File: src/rtl/pipe_chain.sv
// Elastic DEPTH-stage payload chain with per-stage valid bits, per-stage kill, global hold,
// registered occupancy and a saturating count of killed items.
module pipe_chain #(
  parameter int unsigned WIDTH = 32,
  parameter int unsigned DEPTH = 3,
  parameter int unsigned CNTW  = 8
) (
  input  logic                           clk,
  input  logic                           clr_n,
  input  logic                           in_valid,
  input  logic [WIDTH-1:0]               in_data,
  output logic                           in_ready,
  output logic                           out_valid,
  output logic [WIDTH-1:0]               out_data,
  input  logic                           out_ready,
  input  logic                           hold,
  input  logic [DEPTH-1:0]               flush,
  output logic [$clog2(DEPTH+1)-1:0]     occupancy,
  output logic [CNTW-1:0]                flushed_cnt
);

  localparam int unsigned OccW = $clog2(DEPTH + 1);
  // Headroom for up to 16 kills added on top of a saturated count.
  localparam int unsigned SumW = CNTW + 5;

  logic [DEPTH-1:0] valid_q, valid_d, v_eff, rdy;
  logic [DEPTH:0]   src_v;
  logic [WIDTH-1:0] data_q [DEPTH];
  logic [WIDTH-1:0] data_d [DEPTH];
  logic [WIDTH-1:0] src_d  [DEPTH];
  logic             space;
  logic [OccW-1:0]  occ_d;
  logic [SumW-1:0]  cnt_sum;
  logic [CNTW-1:0]  cnt_d;

  // A killed occupant never takes part in any handshake this cycle.
  assign v_eff = valid_q & ~flush;
  assign src_v = {v_eff, in_valid};

  // Stage k can take a new item if any slot at or ahead of it is free, or the output drains.
  always_comb begin
    rdy   = '0;
    space = out_ready;
    for (int k = int'(DEPTH) - 1; k >= 0; k--) begin
      space  = space | ~v_eff[k];
      rdy[k] = ~hold & space;
    end
  end

  assign in_ready  = rdy[0];
  assign out_valid = v_eff[DEPTH-1] & ~hold;
  assign out_data  = data_q[DEPTH-1];

  always_comb begin
    src_d[0] = in_data;
    for (int k = 1; k < int'(DEPTH); k++) begin
      src_d[k] = data_q[k-1];
    end
  end

  always_comb begin
    valid_d = '0;
    for (int k = 0; k < int'(DEPTH); k++) begin
      data_d[k] = data_q[k];
      if (rdy[k]) begin
        valid_d[k] = src_v[k];
        if (src_v[k]) begin
          data_d[k] = src_d[k];
        end
      end else begin
        valid_d[k] = v_eff[k];
      end
    end
  end

  always_comb begin
    occ_d   = '0;
    cnt_sum = SumW'(flushed_cnt);
    for (int k = 0; k < int'(DEPTH); k++) begin
      occ_d   = occ_d + OccW'(valid_d[k]);
      cnt_sum = cnt_sum + SumW'(valid_q[k] & flush[k]);
    end
    cnt_d = (cnt_sum > SumW'({CNTW{1'b1}})) ? {CNTW{1'b1}} : cnt_sum[CNTW-1:0];
  end

  always_ff @(posedge clk or negedge clr_n) begin
    if (!clr_n) begin
      valid_q     <= '0;
      occupancy   <= '0;
      flushed_cnt <= '0;
      for (int k = 0; k < int'(DEPTH); k++) begin
        data_q[k] <= '0;
      end
    end else begin
      valid_q     <= valid_d;
      occupancy   <= occ_d;
      flushed_cnt <= cnt_d;
      for (int k = 0; k < int'(DEPTH); k++) begin
        data_q[k] <= data_d[k];
      end
    end
  end

endmodule

File: config.mk
export PLATFORM = sky130hd
export DESIGN_NAME = pipe_chain
export DESIGN_NICKNAME = d
export VERILOG_FILES = /design/src/rtl/pipe_chain.sv
export SDC_FILE = /design/constraint.sdc
export NUM_CORES = 1
export LEC_CHECK = 0
export CORE_MARGIN = 3
export CORE_UTILIZATION = 52
export DETAILED_ROUTE_END_ITERATION = 8
export PLACE_DENSITY = 0.88
export SETUP_SLACK_MARGIN = 0.5
export SLEW_MARGIN = 15
export SYNTH_ARGS = -nofsm -noshare
export SYNTH_HDL_FRONTEND = slang
export SYNTH_SLANG_ARGS = --single-unit
export TNS_END_PERCENT = 1
File: constraint.sdc
create_clock -name clk -period 3.1 [get_ports clk]
set_input_delay 0.465 -clock clk [delete_from_list [all_inputs] [get_ports clk]]
set_output_delay 0.465 -clock clk [all_outputs]
set_load 0.02 [all_outputs]
---- Word level (Yosys, flattened, before mapping) ----
Cells that the tools add are included.
storage, ports and cells
  bits in read-only memories .............. 0
  input bits .............................. 40
  memories ................................ 0
  register bits after elaboration ......... 109
  RAM bits ................................ 0
  output and inout bits ................... 44
  logic and storage cells ................. 35
  bits in latches ......................... 0
operators by class
  divide/modulo/power cells ............... 0
  add/subtract/negate cells ............... 5
  mux-type cells .......................... 4
  bitwise gates (word level) .............. 16
  shift-type cells ........................ 0
  equal/unequal tests ..................... 0
  reductions and logical operators ........ 3
  magnitude comparators ................... 1
  multipliers ............................. 0
operator list
  cell                                                 count
  adder 10 x 1 -> 11 bit                               1
  > comparator 11 x 8 -> 1 bit, second input constant  1
  adder 9 x 1 -> 10 bit                                1
  adder 8 x 1 -> 9 bit                                 1
  two-way mux 8 bit                                    1
  AND 1 bit                                            7
  AND reduction 2 bit                                  3
  NOT 1 bit                                            4
  AND 3 bit                                            1
  two-way mux 1 bit                                    3
  NOT 3 bit                                            1
  bitwise OR 1 bit                                     3
  adder 1 x 1 -> 2 bit                                 1
  adder 2 x 1 -> 2 bit                                 1

---- Longest topological paths before layout ----
Gate-level depths: netlist of the first run.
  word-level depth ........................ 10
  mapped depth ............................ 9
  depth with buffers taken out ............ 9

---- Worst setup path before layout of the first run ----
OpenSTA, ideal clock, no wires.
  path type ............................... flip-flop to flip-flop
  from .................................... register flushed_cnt[0]
  to ...................................... register flushed_cnt[6]
  slack ................................... 764 ps
  arrival ................................. 2211 ps
  clock period less this slack ............ 2336 ps
  required time ........................... 2975 ps
  cell stages (with the launch flop) ...... 9
  buffers on the path ..................... 0
  setup time .............................. 125 ps
  cell sequence ........................... dfrtp_1 > inv_1 > fa_1 > inv_1 > ha_1 > inv_1 > fa_1 > nor3b_1 > mux2_2
between the ends
  word-level cells in the longest chain between the ends .. 5
ends and longest elaborated chain
  item                          line  text
  start, declared               19    output logic [CNTW-1:0] flushed_cnt
  start signal, assigned        97    flushed_cnt <= cnt_d;
  adder 8 x 1 -> 9 bit *        81    cnt_sum = cnt_sum + SumW'(valid_q[k] & flush[k]);
  adder 9 x 1 -> 10 bit *       81
  adder 10 x 1 -> 11 bit *      81
  > comparator 11 x 8 -> 1 bit  83    cnt_d = (cnt_sum > SumW'({CNTW{1'b1}})) ? {CNTW{1'b1}} : cnt_sum[CNTW-1:0];
  two-way mux 8 bit *           83
  net cnt_d[6]                  34    logic [CNTW-1:0] cnt_d;
Mark *: on every way through the listed nets, which the timed path passes. The rest lies on a longest branch.
A chain may end at the register's enable or synchronous reset.

---- Worst setup path after layout of the first run ----
  from .................................... input flush[2]
  to ...................................... output in_ready
between the ends
  word-level cells in the longest chain between the ends .. 7
ends and longest elaborated chain
  item                            line  text
  start, declared                 17    input logic [DEPTH-1:0] flush,
  NOT 3 bit                       37    assign v_eff = valid_q & ~flush;
  AND 3 bit                       37
  NOT 1 bit                       45    space = space | ~v_eff[k];
  bitwise OR 1 bit (3 in series)  45
  AND 1 bit                       46    rdy[k] = ~hold & space;
  end, declared                   12    output logic in_ready,
No other way between the ends.

==> results.json, run 1 <==
{
  "grt_overflow": 0,
  "vias": 2447,
  "met3_usage": 0.0505,
  "post-route-min-period_ns": 2.48,
  "fmax_mhz": 404,
  "ys.flop_type": "dfrtp_1",
  "p_sw_frac": 0.299,
  "yosysUniqueCellTypes": 29,
  "viasPerCell": 5.18,
  "cts_hold_buf": 0,
  "layout-drive-gt1-share": 0.341,
  "status": "completed",
  "core_region_area_sq_um": 8460,
  "ios": 84,
  "synthArstFlopShare": 1.00,
  "p_per_area_nw_per_um2": 752,
  "place_area_sq_um": 5360,
  "syn-num-nets": 349,
  "met2_usage": 0.284,
  "cp.required_ns": 2.63,
  "stdcell_area_sq_um": 5570,
  "yosysMostFrequentCell": "dfrtp_1",
  "rsz0062_at_grt": "false",
  "die_x_um": 101,
  "drv_slew": 0,
  "fin_nets": 407,
  "routabilityCongestion": 0.778,
  "maxCapViolCount": 0,
  "drc_errors": 0,
  "finClkSkew_ns": 0.00831,
  "grtUsageMet1": 0.208,
  "syn_inst": 304,
  "synth.avg_cell_area_sq_um": 15.3,
  "routed_wirelength_um": 7830,
  "layout.cells.non_filler": 472,
  "yosys-top-cells-count": "dfrtp_1 (109), mux2_2 (66), buf_4 (32)",
  "ant_nets": 0,
  "synth-seq-cells": 109,
  "place_inst": 456,
  "numCtsBuffers": 9,
  "root_buffer": "clkbuf_8",
  "worstSetupPathType": "input port to output port",
  "grt_pass1_wl_um": 13000,
  "internal_power_mw": 2.94,
  "grt_pass1_vias": 2646,
  "crit_start": "flush[2]",
  "p_sw_mw": 1.25,
  "synth_top_cell_by_area": "dfrtp_1",
  "dr.first_iter.drc_count": 42,
  "antenna_found_initial": 0,
  "row_count": 33,
  "start_util": 0.551,
  "grt_max_degree": 68,
  "syn_area_sq_um": 4660,
  "synth_edf_count": 0,
  "cts.clk_slew.worst_paths_ns": 0.10,
  "drt_pass1_iterations": 5,
  "area_delta_synth_final_pct": 19.4,
  "portBuffers": 83,
  "p_clk_frac": 0.209,
  "cts_tree": "built",
  "p_seq_frac": 0.488,
  "clockBufferDepth": 2,
  "crit_path_start_kind": "input port",
  "min_path_type": "input port to asynchronous set/reset pin",
  "worstPathMaxFanout": 6,
  "die_h_um": 101,
  "clock-sinks": 109,
  "slew_headroom": 0.622,
  "r2r_start": "valid_q[0]$_DFF_PN0_",
  "p_comb_frac": 0.303,
  "synth_top_area_frac": 0.585,
  "arrival_ns": 2.01,
  "setup_viol": 0,
  "final_core_util": 0.658,
  "vdd_drop_max_mv": 0.442,
  "wl_per_cell_um": 16.6,
  "tns_ns": 0,
  "finalCritPeriodShare": 0.799,
  "clk_latency_ns": 0.36,
  "n_antenna_cell": 0,
  "htreeDepth": 3,
  "track_usage": 0.166,
  "hold_viol_final": 0,
  "busiest_layer": "met2",
  "synth_area_leaders": "dfrtp_1 (58%), mux2_2 (16%), mux2_4 (9.7%)",
  "die_area_sq_um": 10100,
  "yosysWarnings": 0,
  "hpwl_um": 5500,
  "ff2ff_path_depth": 8,
  "p_leak_nw": 2.48,
  "synth_seq_area_share": 0.585,
  "crit_path_end_kind": "output port",
  "worst_pin_slew_ns": 0.567
}
==> layer usage <==
metal	wire length (um)	share of wire
met5	0	0
met4	64	0.0082
met3	389	0.050
met2	4050	0.52
met1	3320	0.42
==> worst max-delay path, stage by stage <==
cell             delay, ns
clkdlybuf4s50_1       0.48
nor3b_4               0.40
a21oi_1               0.12
clkdlybuf4s50_1       0.55
==> flip-flops by register name, summed over array words and instances (netlist names) <==
signal / flops
data_q: 64
flushed_cnt: 8
occupancy: 2
valid_q: 3
out_data: 32
==> what timing repair did <==
action,4_1_cts,5_1_grt
hold endpoints to repair,0,0
setup endpoints to repair,0,6
setup buffers,0,0
gates resized for setup,0,2
==> per-stage QoR <==
| stage | total power, mW | setup slack, ns | hold slack (ns) |
|---|---|---|---|
| after floorplan | 2.96 | 0.764 | 0.169 |
| after global placement | 3.30 | 0.152 | 0.472 |
| after detailed placement | 3.36 | 0.120 | 0.479 |
| after CTS | 4.26 | 0.521 | 0.0991 |
| after global routing | 4.42 | 0.520 | 0.108 |
| final | 4.19 | 0.622 | 0.0904 |
==> power groups by stage <==
| stage | registers, mW | logic [mW] | clock network (mW) |
|---|---|---|---|
| floorplan | 2.05 | 0.916 | 0 |
| global placement | 2.05 | 1.25 | 0 |
| detailed placement | 2.08 | 1.29 | 0 |
| CTS | 2.05 | 1.29 | 0.913 |
| global route | 2.10 | 1.36 | 0.967 |
| finish | 2.05 | 1.27 | 0.877 |
==> layout make-up <==
type,count,area [sq um]
fill,618,2890
sequential,109,2730
multi-input combinational,146,1600
timing repair buffer,89,886
tap,105,131
clock buffer,9,124
clock inverter,7,80.1
inverter,7,26.3
==> path summary, 6_finish.rpt <==
| check | end | slack (ns) |
|---|---|---|
| worst max-delay path | in_ready | 0.62 |
| min in group clk | out_data[5]$_DFFE_PN0P_ | 0.50 |
| worst max register to register | flushed_cnt[6]$_DFF_PN0_ | 0.82 |
| worst min-delay path | data_q[72]$_DFFE_PN0P_ | 0.09 |
| max in group asynchronous | out_data[19]$_DFFE_PN0P_ | 2.27 |
| worst min register to register | out_data[5]$_DFFE_PN0P_ | 0.50 |
==> layout by cell type (no fill, tap or decap), drive strengths merged <==
| cell type | instances |
|---|---|
| dfrtp | 109 |
| mux2 | 98 |
| clkdlybuf4s50 | 82 |
| inv | 11 |
| clkbuf | 9 |
| buf | 7 |
| nand2b | 6 |
| o21ai | 6 |
| nand2 | 5 |
| nand3 | 5 |
| a21oi | 3 |
| or3 | 3 |
| fa | 3 |
| nor2 | 2 |
| nor2b | 2 |
| ha | 2 |
| nor3b | 2 |
| nor3 | 2 |
| o22ai | 1 |
| and2 | 1 |
| and3b | 1 |
| o21a | 1 |
| xor2 | 1 |
| a211o | 1 |
| a41oi | 1 |
| clkinvlp | 1 |
| clkinv | 1 |
| bufinv | 1 |
==> kinds of logic (layout without fill, tap and decap cells) <==
logic type | Yosys count | count (layout) | share of synthesized area
AO/OA/AOI/OAI | 13 | 13 | 0.0207
XOR/XNOR | 1 | 1 | 0.00188
adder cells (fa/ha/maj) | 5 | 5 | 0.0182
buffers and inverters | 49 | 112 | 0.0759
flip-flops | 109 | 109 | 0.585
multiplexers | 98 | 98 | 0.261
AND/OR/NAND/NOR | 29 | 29 | 0.0378
Note: power is estimated with default switching activity, not from simulation.
==> inputs of run 2 (changes only) <==
--- a/config.mk
+++ b/config.mk
@@ -6,9 +6,9 @@
 export NUM_CORES = 1
 export LEC_CHECK = 0
 export CORE_MARGIN = 3
-export CORE_UTILIZATION = 52
+export CORE_UTILIZATION = 47
 export DETAILED_ROUTE_END_ITERATION = 8
-export PLACE_DENSITY = 0.88
+export PLACE_DENSITY = 0.85
 export SETUP_SLACK_MARGIN = 0.5
 export SLEW_MARGIN = 15
 export SYNTH_ARGS = -nofsm -noshare
==> constraint.sdc (replaced) <==
create_clock -name clk -period 2 [get_ports clk]
set_input_delay 0.3 -clock clk [delete_from_list [all_inputs] [get_ports clk]]
set_output_delay 0.3 -clock clk [all_outputs]
set_load 0.02 [all_outputs]
==> run 2 against run 1 <==
The flow now finishes with violations (negative setup slack). Sequential power rose by 56%. Critical path depth up 4. Sequential cell count did not move. Combinational power rose by 69%. Power up 61%. Critical path type is now register to register. Largest cell class unchanged.
==> results.json, run 2 (synthesis gave the netlist of run 1 again) <==
{
  "status": "finished, violations left",
  "violations": "negative setup slack",
  "vias": 2585,
  "worst_pin_slew_ns": 0.491,
  "die_h_um": 106,
  "core_region_area_sq_um": 9460,
  "track_usage": 0.168,
  "crit_path_start_kind": "register",
  "hold_viol_final": 0,
  "arrival_ns": 2.47,
  "pre_cts_slack_ns": -0.767,
  "maxCapViolCount": 0,
  "grt_pass1_wl_um": 14900,
  "n_antenna_cell": 0,
  "r2r_slack_ns": -0.22,
  "top_register": "data_q",
  "place_area_sq_um": 5580,
  "fin_ws_ns": -0.223,
  "p_leak_nw": 2.96,
  "p_sw_mw": 2.01,
  "ff2ff_path_depth": 8,
  "p_seq_frac": 0.475,
  "die_area_sq_um": 11200,
  "ant_nets": 0,
  "drv_slew": 0,
  "root_buffer": "clkbuf_8",
  "grt_overflow": 0,
  "crit_path_end_kind": "register",
  "drt_pass1_iterations": 4,
  "clock-sinks": 109,
  "row_count": 35,
  "routabilityCongestion": 0.722,
  "crit_start": "valid_q[2]$_DFF_PN0_",
  "final_core_util": 0.641,
  "routed_wirelength_um": 8810,
  "hpwl_um": 5930,
  "setup_viol": 7,
  "die_x_um": 106,
  "cp.required_ns": 2.24,
  "hold_slack_ns": 0.454,
  "p_sw_frac": 0.298,
  "finClkSkew_ns": 0.00328,
  "htreeDepth": 3,
  "worstPathMaxFanout": 5,
  "fin_nets": 424,
  "cts_tree": "built",
  "layout-drive-gt1-share": 0.411,
  "start_util": 0.493,
  "min_path_type": "input port to asynchronous set/reset pin",
  "finalCritPeriodShare": 1.11,
  "layout_commonest_cell": "dfrtp_1",
  "reg2reg_to": "flushed_cnt[6]$_DFF_PN0_",
  "p_per_area_nw_per_um2": 1110,
  "p_comb_frac": 0.318,
  "slew_headroom": 0.673,
  "p_clk_frac": 0.207,
  "post-route-min-period_ns": 2.22,
  "portBuffers": 83,
  "ios": 84,
  "viasPerCell": 5.04,
  "numCtsBuffers": 9,
  "grt_pass1_vias": 2850,
  "area_delta_synth_final_pct": 29.9,
  "stdcell_area_sq_um": 6060,
  "drc_errors": 0,
  "tns_ns": -1.36,
  "worstSetupPathType": "register to register",
  "dr.first_iter.drc_count": 63,
  "largest_register_ffs": 64,
  "cts.clk_slew.worst_paths_ns": 0.10,
  "clockBufferDepth": 2,
  "grt_max_degree": 42,
  "internal_power_mw": 4.73,
  "vdd_drop_max_mv": 0.632,
  "rsz0062_at_grt": "true",
  "wl_per_cell_um": 17.2,
  "clk_latency_ns": 0.35,
  "r2r_start": "valid_q[2]$_DFF_PN0_",
  "layout_common_cells": "dfrtp_1 (108), mux2_4 (95), dlygate4sd2_1 (42)",
  "fmax_mhz": 450,
  "antenna_found_initial": 0,
  "crit_end": "flushed_cnt[6]$_DFF_PN0_"
}
[run 2: critical path: stages, from the launching register on]
cell and delay [ns]:
dfrtp_1 0.38, nand2_2 0.06, fa_1 0.46, inv_1 0.08
ha_2 0.19, inv_2 0.04, fa_2 0.37, nor3b_2 0.22
mux2_4 0.31
[run 2: timing repair]
action / 4_1_cts / 5_1_grt
buffers inserted: 1 / 1
hold buffers: 1 / 0
pin swaps: 10 / 10
resized for setup: 113 / 26
endpoints found under the setup margin: 150 / 111
hold endpoints to repair: 34 / 0
[run 2: power by group through the flow]
stage               clock network (mW)  logic (mW)  registers (mW)
finish                            1.39        2.15            3.20
global route                      1.53        2.28            3.29
CTS                               1.45        2.09            3.20
detailed placement                   0        2.06            3.22
global placement                     0        1.99            3.17
floorplan                            0        1.42            3.18
[run 2: worst min path at each step]
| stage | start | end | slack [ns] | cells past startpoint |
|---|---|---|---|---|
| floorplan | clr_n | data_q[32]$_DFFE_PN0P_ | 0.004 | 0 |
| global placement | clr_n | data_q[72]$_DFFE_PN0P_ | 0.30 | 1 |
| detailed placement | clr_n | out_data[4]$_DFFE_PN0P_ | 0.30 | 1 |
| CTS | clr_n | data_q[68]$_DFFE_PN0P_ | 0.45 | 2 |
| global route | clr_n | out_data[8]$_DFFE_PN0P_ | 0.47 | 2 |
| finish | clr_n | out_data[8]$_DFFE_PN0P_ | 0.45 | 2 |
[run 2: per-stage QoR]
step | cells | power (mW)
after floorplan | 304 | 4.60
after global placement | 494 | 5.17
after detailed placement | 494 | 5.28
after CTS | 512 | 6.74
after global routing | 513 | 7.11
final | 513 | 6.74
[run 2: routing by layer]
layer | vias to the layer above | wire (um) | GRT usage
met1 | 1356 | 3930 | 0.222
li1 | 1168 | - | -
met5 | - | 0 | 0
met2 | 52 | 4430 | 0.280
met3 | 9 | 352 | 0.0416
met4 | 0 | 94 | 0.0416
[run 2: cell type report]
cell class                 instances  area [sq um]
clock buffer                      11           151
multi-input combinational        146          1880
fill                             729          3400
inverter                           7          26.3
timing repair buffer             106          1050
sequential                       109          2730
tap                              129           161
clock inverter                     5          67.6
